### config.mk
export PLATFORM = sky130hd
export DESIGN_NAME = pic_plotter_flat
export DESIGN_NICKNAME = d
export VERILOG_FILES = /design/src/rtl/pic_plotter_if.sv /design/src/rtl/pic_plotter.sv /design/src/flat_wrapper.sv
export SDC_FILE = /design/constraint.sdc
export NUM_CORES = 1
export LEC_CHECK = 0
export CAP_MARGIN = 20
export CORE_UTILIZATION = 30
export DETAILED_ROUTE_END_ITERATION = 8
export PLACE_DENSITY_LB_ADDON = 0.12
export SYNTH_ARGS = -nofsm -noshare
export SYNTH_HDL_FRONTEND = slang
export SYNTH_SLANG_ARGS = --single-unit
### constraint.sdc
create_clock -name clk -period 1.95 [get_ports clk]
set_input_delay 0.2925 -clock clk [delete_from_list [all_inputs] [get_ports clk]]
set_output_delay 0.2925 -clock clk [all_outputs]
set_load 0.1 [all_outputs]
### src/rtl/pic_plotter_if.sv
// pic_plotter_if: ROM-loader read port, VGA write port and frame control for pic_plotter.
interface pic_plotter_if;
  logic       start;
  logic [7:0] rd_x;
  logic [6:0] rd_y;
  logic [2:0] rom_q;
  logic [7:0] vga_x;
  logic [6:0] vga_y;
  logic [2:0] colour;
  logic       plot;
  logic       busy;
  logic       done;
  modport master (output start, rom_q, input rd_x, rd_y, vga_x, vga_y, colour, plot, busy, done);
  modport slave  (input start, rom_q, output rd_x, rd_y, vga_x, vga_y, colour, plot, busy, done);
endinterface

### src/rtl/pic_plotter.sv
// pic_plotter: full-screen blitter sweeping a WIDTH x HEIGHT raster through a picture ROM into the VGA port.
// Define PIC_PLOTTER_TRANSPARENT_EN to suppress writes of pixels whose colour equals TRANS_COLOUR.
module pic_plotter #(
  parameter int         WIDTH        = 160,
  parameter int         HEIGHT       = 120,
  parameter int         ROM_LAT      = 1,
  parameter logic [2:0] TRANS_COLOUR = 3'b000
) (
  input logic         clk,
  input logic         reset,
  pic_plotter_if.slave bus
);
`ifdef PIC_PLOTTER_TRANSPARENT_EN
  localparam bit TRANSP_EN = 1'b1;
`else
  localparam bit TRANSP_EN = 1'b0;
`endif
  typedef enum logic [1:0] {IDLE, SCAN, DRAIN} state_t;
  state_t state_q, state_d;
  logic [7:0] rd_x_q, rd_x_d;
  logic [6:0] rd_y_q, rd_y_d;
  logic [ROM_LAT-1:0] vld_q, vld_d;
  logic [7:0] px_q [ROM_LAT];
  logic [7:0] px_d [ROM_LAT];
  logic [6:0] py_q [ROM_LAT];
  logic [6:0] py_d [ROM_LAT];
  logic scan, x_end, last, done;
  assign scan  = state_q == SCAN;
  assign x_end = rd_x_q == 8'(WIDTH - 1);
  assign last  = x_end && rd_y_q == 7'(HEIGHT - 1);
  assign bus.rd_x   = rd_x_q;
  assign bus.rd_y   = rd_y_q;
  assign bus.vga_x  = px_q[ROM_LAT-1];
  assign bus.vga_y  = py_q[ROM_LAT-1];
  assign bus.colour = bus.rom_q;
  assign bus.busy   = state_q != IDLE;
  assign done       = vld_q[ROM_LAT-1] && px_q[ROM_LAT-1] == 8'(WIDTH - 1) && py_q[ROM_LAT-1] == 7'(HEIGHT - 1);
  assign bus.done   = done;
  // a suppressed pixel still advances coordinates and still raises done
  assign bus.plot   = vld_q[ROM_LAT-1] && !(TRANSP_EN && bus.rom_q == TRANS_COLOUR);
  always_comb begin
    state_d = state_q;
    rd_x_d  = rd_x_q;
    rd_y_d  = rd_y_q;
    if (state_q == IDLE && bus.start) state_d = SCAN;
    if (scan) begin
      rd_x_d = x_end ? 8'd0 : rd_x_q + 8'd1;
      rd_y_d = last ? 7'd0 : rd_y_q + 7'(x_end);
      if (last) state_d = DRAIN;
    end
    if (state_q == DRAIN && done) state_d = IDLE;
    vld_d    = '0;
    vld_d[0] = scan;
    px_d[0]  = scan ? rd_x_q : px_q[0];
    py_d[0]  = scan ? rd_y_q : py_q[0];
    for (int k = 1; k < ROM_LAT; k++) begin
      vld_d[k] = vld_q[k-1];
      px_d[k]  = vld_q[k-1] ? px_q[k-1] : px_q[k];
      py_d[k]  = vld_q[k-1] ? py_q[k-1] : py_q[k];
    end
  end
  always_ff @(posedge clk or posedge reset) begin
    if (reset) begin
      state_q <= IDLE;
      rd_x_q  <= '0;
      rd_y_q  <= '0;
      vld_q   <= '0;
      px_q    <= '{default: '0};
      py_q    <= '{default: '0};
    end else begin
      state_q <= state_d;
      rd_x_q  <= rd_x_d;
      rd_y_q  <= rd_y_d;
      vld_q   <= vld_d;
      px_q    <= px_d;
      py_q    <= py_d;
    end
  end
endmodule

### src/flat_wrapper.sv
// flat-port wrapper written by rule: the top's interface ports become plain ports
module pic_plotter_flat 
#(
  parameter int         WIDTH        = 160,
  parameter int         HEIGHT       = 120,
  parameter int         ROM_LAT      = 1,
  parameter logic [2:0] TRANS_COLOUR = 3'b000
)
  (clk, reset, bus_start, bus_rom_q, bus_rd_x, bus_rd_y, bus_vga_x, bus_vga_y, bus_colour, bus_plot, bus_busy, bus_done);
  pic_plotter_if bus_i ();
  input logic clk;
  input logic reset;
  input wire logic [$bits(bus_i.start)-1:0] bus_start;
  input wire logic [$bits(bus_i.rom_q)-1:0] bus_rom_q;
  output wire logic [$bits(bus_i.rd_x)-1:0] bus_rd_x;
  output wire logic [$bits(bus_i.rd_y)-1:0] bus_rd_y;
  output wire logic [$bits(bus_i.vga_x)-1:0] bus_vga_x;
  output wire logic [$bits(bus_i.vga_y)-1:0] bus_vga_y;
  output wire logic [$bits(bus_i.colour)-1:0] bus_colour;
  output wire logic [$bits(bus_i.plot)-1:0] bus_plot;
  output wire logic [$bits(bus_i.busy)-1:0] bus_busy;
  output wire logic [$bits(bus_i.done)-1:0] bus_done;
  assign bus_i.start = bus_start;
  assign bus_i.rom_q = bus_rom_q;
  assign bus_rd_x = bus_i.rd_x;
  assign bus_rd_y = bus_i.rd_y;
  assign bus_vga_x = bus_i.vga_x;
  assign bus_vga_y = bus_i.vga_y;
  assign bus_colour = bus_i.colour;
  assign bus_plot = bus_i.plot;
  assign bus_busy = bus_i.busy;
  assign bus_done = bus_i.done;
  pic_plotter #(.WIDTH(WIDTH), .HEIGHT(HEIGHT), .ROM_LAT(ROM_LAT), .TRANS_COLOUR(TRANS_COLOUR)) u_core (.clk(clk), .reset(reset), .bus(bus_i));
endmodule
==> results by group, run 1 <==
Floorplan
  • Core footprint: 4790 um2
  • Die area: 5310 um2
  • I/O pins: 42
  • Number of cell rows: 25
  • Die height: 72.9 um
  • Chip Width: 72.9 um
  • Starting Density: 31.5%

Power and ir drop
  • Sequential power share: 33.8%
  • Clk pwr share: 17.2%
  • Pleak: 1.01 nW
  • Cell Pwr Density: 1380 nW/um2
  • PnR Total Power: 0.00294 W
  • Int Pwr: 0.00142 W
  • Sw frac: 51.9%
  • Comb power frac: 49.0%
  • Psw: 0.00153 W
  • Peak supply drop: 0.724 mV

Routing
  • Avg WL per Cell: 14.1 um
  • Total vias in the final route: 1267
  • DRT Wirelength: 3.83 mm
  • Initial DRC Count: 94
  • Drt drc: 0
  • Pre-antenna DRT Iters: 4
  • Vias per cell: 4.68
  • DRT antenna net count: 0

Timing
  • Min Tclk post-route: 1.82 ns
  • Fin crit share: 93.2%
  • Clock Skew: 0.00344 ns
  • Max_slew headroom: 71.6%
  • Fin. max-slew vios: 0
  • Worst Tran Pin Value: 0.426 ns
  • Final number of setup-violating endpoints: 0
  • Fmax: 550 MHz
  • RSZ-0062 raised after global routing: no
  • Hold Fails Final Rpt: 0
  • Setup_tns: 0 ns

Setup path
  • Required time of the critical path: 1.66 ns
  • CP startpoint kind: flip-flop
  • Setup CP Type: reg2out
  • Max FO, Critical Path: 3
  • Worst Path Arrival: 1.53 ns
  • Crit path capture type: output pin

Synthesis
  • Xor and xnor area share after synthesis: 4.65%
  • Main synth FF type: dfrtp_1
  • Main combinational cell family by area after synthesis: simple AND/OR/NAND/NOR gates
  • Post-synthesis simple-gate area fraction: 28.2%
  • Syn_nets: 166
  • Synth Instances: 157
  • Post-synthesis async set-or-reset flop share: 100%
  • Mapped cell area: 1510 um2
  • Syn Area/Cell: 9.60 um2
  • Post-synth EDFFs: 0
  • Multiplexer share of the synthesized area: 0.748%
  • Post-Synth Adder-Cell Area: 2.49%
  • Synth unique cells: 31
  • Seq/Total Area, Yosys: 54.8%
  • Synth Warn #: 0
  • Compound-Gate Fraction of Synth Area: 4.98%
  • Number of synthesized register bits: 33

Clock network
  • Clock sink total: 33
  • H-tree Lvls: 2
  • Cts bufs inserted: 5
  • Worst-path clk slew: 0.07 ns
  • Root buffer cell: clkbuf_8
  • CTS tree: done
  • CTS resizes: 0
  • Clock buffer depth: 2
  • Skew-Pair Late Insertion Delay: 0.29 ns
  • CTS Hold Buffers Added: 0

Global route
  • Largest net degree at the start of global routing: 34
  • Total GRT Usage: 16.3%
  • Vias in the first global route: 1228
  • First-pass GRT wire length: 6.44 mm
  • Initial antenna violation count: 0
  • Grt total ovfl: 0

Placement
  • Placed insts: 261
  • Detailed placement HPWL: 2.71 mm
  • Port Buffers: 35
  • Placed cell area: 2040 um2
  • Gp weighted congestion: 0.802

Cells and area
  • Area delta synth->final: 41.9%
  • Post-layout util: 44.7%
  • Design Area, Final: 2140 um2
  • Final nets: 212
  • Non-filler cells, final: 271
  • Layout cells sized above 1: 45.1%
  • Ant. Diodes: 0

Job
  • Maxcap violations: 0

Worst hold path
  • Hold Crit Class: in2async

Outcome
  • Outcome: finished, final reports clean
[final timing paths]
path	from	endpoint	slack [ns]	cells past startpoint
worst max-delay path	u_core.bus.vga_x[6]$_DFFE_PP0P_	bus_done	0.13	3
worst min-delay path	reset	u_core.bus.vga_y[5]$_DFFE_PP0P_	0.39	3
worst max register to register	u_core.bus.rd_x[1]$_DFFE_PP0P_	u_core.bus.rd_y[6]$_DFFE_PP0P_	0.14	9
worst min register to register	u_core.bus.vga_x[5]$_DFFE_PP0P_	u_core.bus.vga_x[5]$_DFFE_PP0P_	0.49	2
max in group asynchronous	reset	u_core.bus.vga_y[1]$_DFFE_PP0P_	1.21	3
min in group clk	u_core.bus.vga_x[5]$_DFFE_PP0P_	u_core.bus.vga_x[5]$_DFFE_PP0P_	0.49	2
[through the flow]
stage          hold slack [ns]  setup WS [ns]
2_1_floorplan            0.420         -0.439
3_3_place_gp             0.482         0.0837
3_5_place_dp             0.482         0.0512
4_1_cts                  0.419         0.0402
5_1_grt                  0.469         0.0454
6_report                 0.392          0.132
[cell usage after synthesis (2+ instances only)]
cell       n  area [um2]
nand2_1   58         218
dfrtp_1   33         826
nor2_1     8        30.0
nand4_1    6        37.5
xor2_1     5        43.8
buf_2      4        20.0
buf_4      4        30.0
nand4b_1   4        35.0
o21ai_0    4        20.0
ha_1       3        37.5
nor3_1     3        15.0
xnor2_1    3        26.3
inv_1      2        7.51
nand2b_1   2        12.5
nand3_1    2        10.0
[power by group through the flow]
stage	Clock [W]	Sequential (W)	Combinational, W
final	0.000508	0.000995	0.00144
after floorplan	0	0.00191	0.000216
after global routing	0.000545	0.00102	0.00151
after detailed placement	0	0.00101	0.00143
after global placement	0	0.00100	0.00143
after CTS	0.000518	0.000997	0.00143
[cell type report]
cell class | instances | area (um2)
Timing Repair Buffer | 47 | 383
Multi-Input combinational cell | 113 | 684
Tap cell | 67 | 83.8
Clock inverter | 2 | 10.0
Fill cell | 479 | 2650
Inverter | 3 | 11.3
Sequential cell | 33 | 893
Clock buffer | 6 | 72.6
[flip-flops by register name, summed over array words and instances, names as in the netlist]
name	flops
u_core.bus.plot	1
u_core.bus.vga_x	8
u_core.state_q	2
u_core.bus.rd_x	8
u_core.bus.rd_y	7
u_core.bus.vga_y	7
[metal layers]
layer / global-route usage, % / share of wire (%) / vias to the layer above
li1: - / - / 606
met1: 23.1 / 48 / 615
met2: 23.6 / 46 / 39
met3: 3.87 / 4.9 / 7
met4: 7.41 / 1.7 / 0
met5: 0 / 0 / -
[timing repair]
action	in CTS	in global routing
pin swaps	1	1
setup endpoints to repair	1	1
buffers inserted	0	2
[logic make-up (layout without fill, tap and decap cells)]
family / after synthesis / in the layout
xor gates and xnor gates: 8 / 8
muxes: 1 / 1
adders and majority gates: 3 / 3
and+or+nand+nor: 90 / 90
DFF: 33 / 33
AOI/OAI and AO/OA: 11 / 11
buffers and inverters: 11 / 58
[cell usage in the layout, fill, tap and decap left out, types with 2 or more instances in the layout]
| cell type | n |
|---|---|
| xor2_1 | 5 |
| ha_4 | 3 |
| clkbuf_8 | 5 |
| buf_4 | 43 |
| nand2_1 | 58 |
| nand2b_1 | 2 |
| nor2_1 | 8 |
| nand4b_1 | 4 |
| nor3_1 | 2 |
| clkinv_2 | 2 |
| dfrtp_2 | 18 |
| nand4_1 | 6 |
| dfrtp_4 | 12 |
| clkdlybuf4s50_1 | 2 |
| dfrtp_1 | 3 |
| nand3_1 | 2 |
| o21ai_0 | 4 |
| buf_12 | 2 |
| xnor2_1 | 3 |
| inv_1 | 2 |
[worst max-delay path: stages (launching register included)]
cell and delay (ns):
dfrtp_2 0.42, nand4b_1 0.23, nor4_4 0.38, buf_12 0.22
(Power assumes the default switching activity.)
==> inputs of run 2 (changes only) <==
Settings changed: CAP_MARGIN 20 to 10, PLACE_DENSITY_LB_ADDON 0.12 to 0.2.
==> results by group, run 2 (synthesized netlist as in run 1, its figures left out) <==
Setup path
  • Cell chain of the critical path: nand4b_1, nor4_4, buf_12 (unchanged)
  • CP startpoint kind: flip-flop (unchanged)
  • Worst Path Arrival: 1.54 ns (was 1.53 ns)
  • Worst-case reg-to-reg path depth: 9 (unchanged)
  • RR Startpoint: u_core.bus.rd_x[1]$_DFFE_PP0P_ (unchanged)
  • Reg2Reg Capture Point: u_core.bus.rd_y[6]$_DFFE_PP0P_ (unchanged)
  • Setup CP Type: reg2out (unchanged)
  • Critical path's slowest cell: dfrtp_2 (unchanged)
  • Crit path capture type: output pin (unchanged)
  • Reg2reg setup slack: 0.14 ns (about the same)
  • Max FO, Critical Path: 3 (unchanged)
  • Crit-path max cell delay: 0.42 ns (about the same)
  • Required time of the critical path: 1.66 ns (about the same)

Power and ir drop
  • Cell Pwr Density: 1390 nW/um2 (was 1380 nW/um2)
  • Pleak: 1.01 nW (about the same)
  • Peak supply drop: 0.756 mV (was 0.724 mV)

Global route
  • Largest net degree at the start of global routing: 34 (unchanged)
  • Total GRT Usage: 15.9% (was 16.3%)
  • Vias in the first global route: 1230 (was 1228)
  • First-pass GRT wire length: 6.17 mm (was 6.44 mm)
  • Initial antenna violation count: 0 (unchanged)
  • Grt total ovfl: 0 (unchanged)

Floorplan
  • Die height: 72.9 um (unchanged)
  • Starting Density: 31.5% (unchanged)
  • Die area: 5310 um2 (unchanged)
  • Chip Width: 72.9 um (unchanged)
  • Core footprint: 4790 um2 (unchanged)
  • Number of cell rows: 25 (unchanged)
  • I/O pins: 42 (unchanged)

Cells and area
  • Post-layout util: 44.9% (was 44.7%)
  • Area of the multi-input gates: 684 um2 (unchanged)
  • Filler cell count: 478 (was 479)
  • Layout cells sized above 1: 45.3% (was 45.1%)
  • Most common cell after layout, fill and taps aside: nand2_1 (unchanged)
  • Register area: 893 um2 (unchanged)
  • Ant. Diodes: 0 (unchanged)
  • Design Area, Final: 2150 um2 (was 2140 um2)
  • Area delta synth->final: 42.7% (was 41.9%)
  • Final nets: 211 (was 212)
  • Commonest non-fill, non-tap cells in the layout: nand2_1 (58), buf_4 (42), dfrtp_2 (18), dfrtp_4 (12), nor2_1 (8) (was nand2_1 (58), buf_4 (43), dfrtp_2 (18), dfrtp_4 (12), nor2_1 (8))

Timing
  • Final number of setup-violating endpoints: 0 (unchanged)
  • Min Hold Slack: 0.396 ns (was 0.392 ns)
  • Fin crit share: 93.8% (was 93.2%)
  • Max_slew headroom: 71.1% (was 71.6%)
  • Fin. max-slew vios: 0 (unchanged)
  • Hold Fails Final Rpt: 0 (unchanged)
  • Worst Tran Pin Value: 0.433 ns (was 0.426 ns)
  • Fmax: 546 MHz (was 550 MHz)
  • Clock Skew: 0.00383 ns (was 0.00344 ns)
  • Min Tclk post-route: 1.83 ns (was 1.82 ns)

Clock network
  • Root buffer cell: clkbuf_8 (unchanged)
  • H-tree Lvls: 2 (unchanged)
  • Cts bufs inserted: 5 (unchanged)
  • Clock sink total: 33 (unchanged)
  • Skew-Pair Late Insertion Delay: 0.29 ns (about the same)
  • CTS tree: done (unchanged)
  • CTS resizes: 0 (unchanged)
  • Clock buffer depth: 2 (unchanged)
  • Worst-path clk slew: 0.06 ns (was 0.07 ns)

Routing
  • Avg WL per Cell: 13.5 um (was 14.1 um)
  • Drt drc: 0 (unchanged)
  • Pre-antenna DRT Iters: 4 (unchanged)
  • Met3 routed WL: 142 um (was 186 um)
  • Vias per cell: 4.57 (was 4.68)
  • Total vias in the final route: 1235 (was 1267)
  • DRT Wirelength: 3.64 mm (was 3.83 mm)
  • Max Used Layer: met4 (unchanged)
  • WL met2: 1.65 mm (was 1.75 mm)
  • Initial DRC Count: 125 (was 94)
  • DRT met1 WL: 1.77 mm (was 1.83 mm)
  • DRT antenna net count: 0 (unchanged)

Placement
  • Detailed placement HPWL: 2.63 mm (was 2.71 mm)
  • Placed cell area: 2030 um2 (was 2040 um2)
  • Gp weighted congestion: 0.876 (was 0.802)
  • Port Buffers: 35 (unchanged)

Job
  • Maxcap violations: 0 (unchanged)

Worst hold path
  • Hold Crit Class: in2async (unchanged)

Outcome
  • Outcome: finished, final reports clean (unchanged)
run 2: where the power goes:
part / switching [W] / leakage (nW) / internal [W]
sequential: 0.000128 / 0.383 / 0.000866
clock: 0.000256 / 0.0542 / 0.000319
combinational: 0.00113 / 0.574 / 0.000292
run 2: how the worst max path moves through the flow:
stage / startpoint / slack (ns) / endpoint / cells past startpoint
4_1_cts: u_core.bus.rd_x[1]$_DFFE_PP0P_ / 0.03 / u_core.bus.rd_y[6]$_DFFE_PP0P_ / 9
3_5_place_dp: u_core.bus.rd_x[1]$_DFFE_PP0P_ / 0.04 / u_core.bus.rd_y[6]$_DFFE_PP0P_ / 9
6_report: u_core.bus.vga_x[6]$_DFFE_PP0P_ / 0.12 / bus_done / 3
5_1_grt: u_core.bus.rd_x[1]$_DFFE_PP0P_ / -0.0002 / u_core.bus.rd_y[6]$_DFFE_PP0P_ / 9
2_1_floorplan: u_core.bus.vga_y[3]$_DFFE_PP0P_ / -0.44 / u_core.state_q[1]$_DFF_PP0_ / 4
3_3_place_gp: u_core.bus.rd_x[1]$_DFFE_PP0P_ / 0.08 / u_core.bus.rd_y[6]$_DFFE_PP0P_ / 9
run 2: layout make-up:
cell class | count | area share, %
repair buffers | 46 | 17.5
inverters | 3 | 0.524
clock inverters | 1 | 0.233
clock buffers | 7 | 4.48
multi-input cells | 113 | 31.8
well taps | 67 | 3.90
flip-flops and latches | 33 | 41.6
run 2: layer usage:
| metal | global-route usage (%) | up-vias |
|---|---|---|
| met4 | 8.28 | 0 |
| met1 | 20.7 | 596 |
| met2 | 23.8 | 23 |
| met5 | 0 | - |
| met3 | 4.70 | 7 |
| li1 | - | 609 |
run 2: repair_timing:
action	in CTS	in global routing
buffers inserted	0	2
pin swaps	1	1
endpoints found under the setup margin	1	1
gates cloned	0	0
hold buffers	0	0
run 2: worst max-delay path: cells and delay by family, from the launching register on:
kind / cells / cell delay [ns]
buffers and inverters: 1 / 0.22
flip-flops: 1 / 0.42
AND/OR/NAND/NOR: 2 / 0.61
run 2: through the flow:
step | setup TNS (ns) | power (W) | cells | setup slack, ns
4_1_cts | 0 | 0.00302 | 268 | 0.0338
3_3_place_gp | 0 | 0.00242 | 260 | 0.0843
5_1_grt | -0.000179 | 0.00312 | 270 | -0.000179
3_5_place_dp | 0 | 0.00244 | 260 | 0.0388
6_report | 0 | 0.00299 | 270 | 0.120
2_1_floorplan | -0.936 | 0.00213 | 157 | -0.439
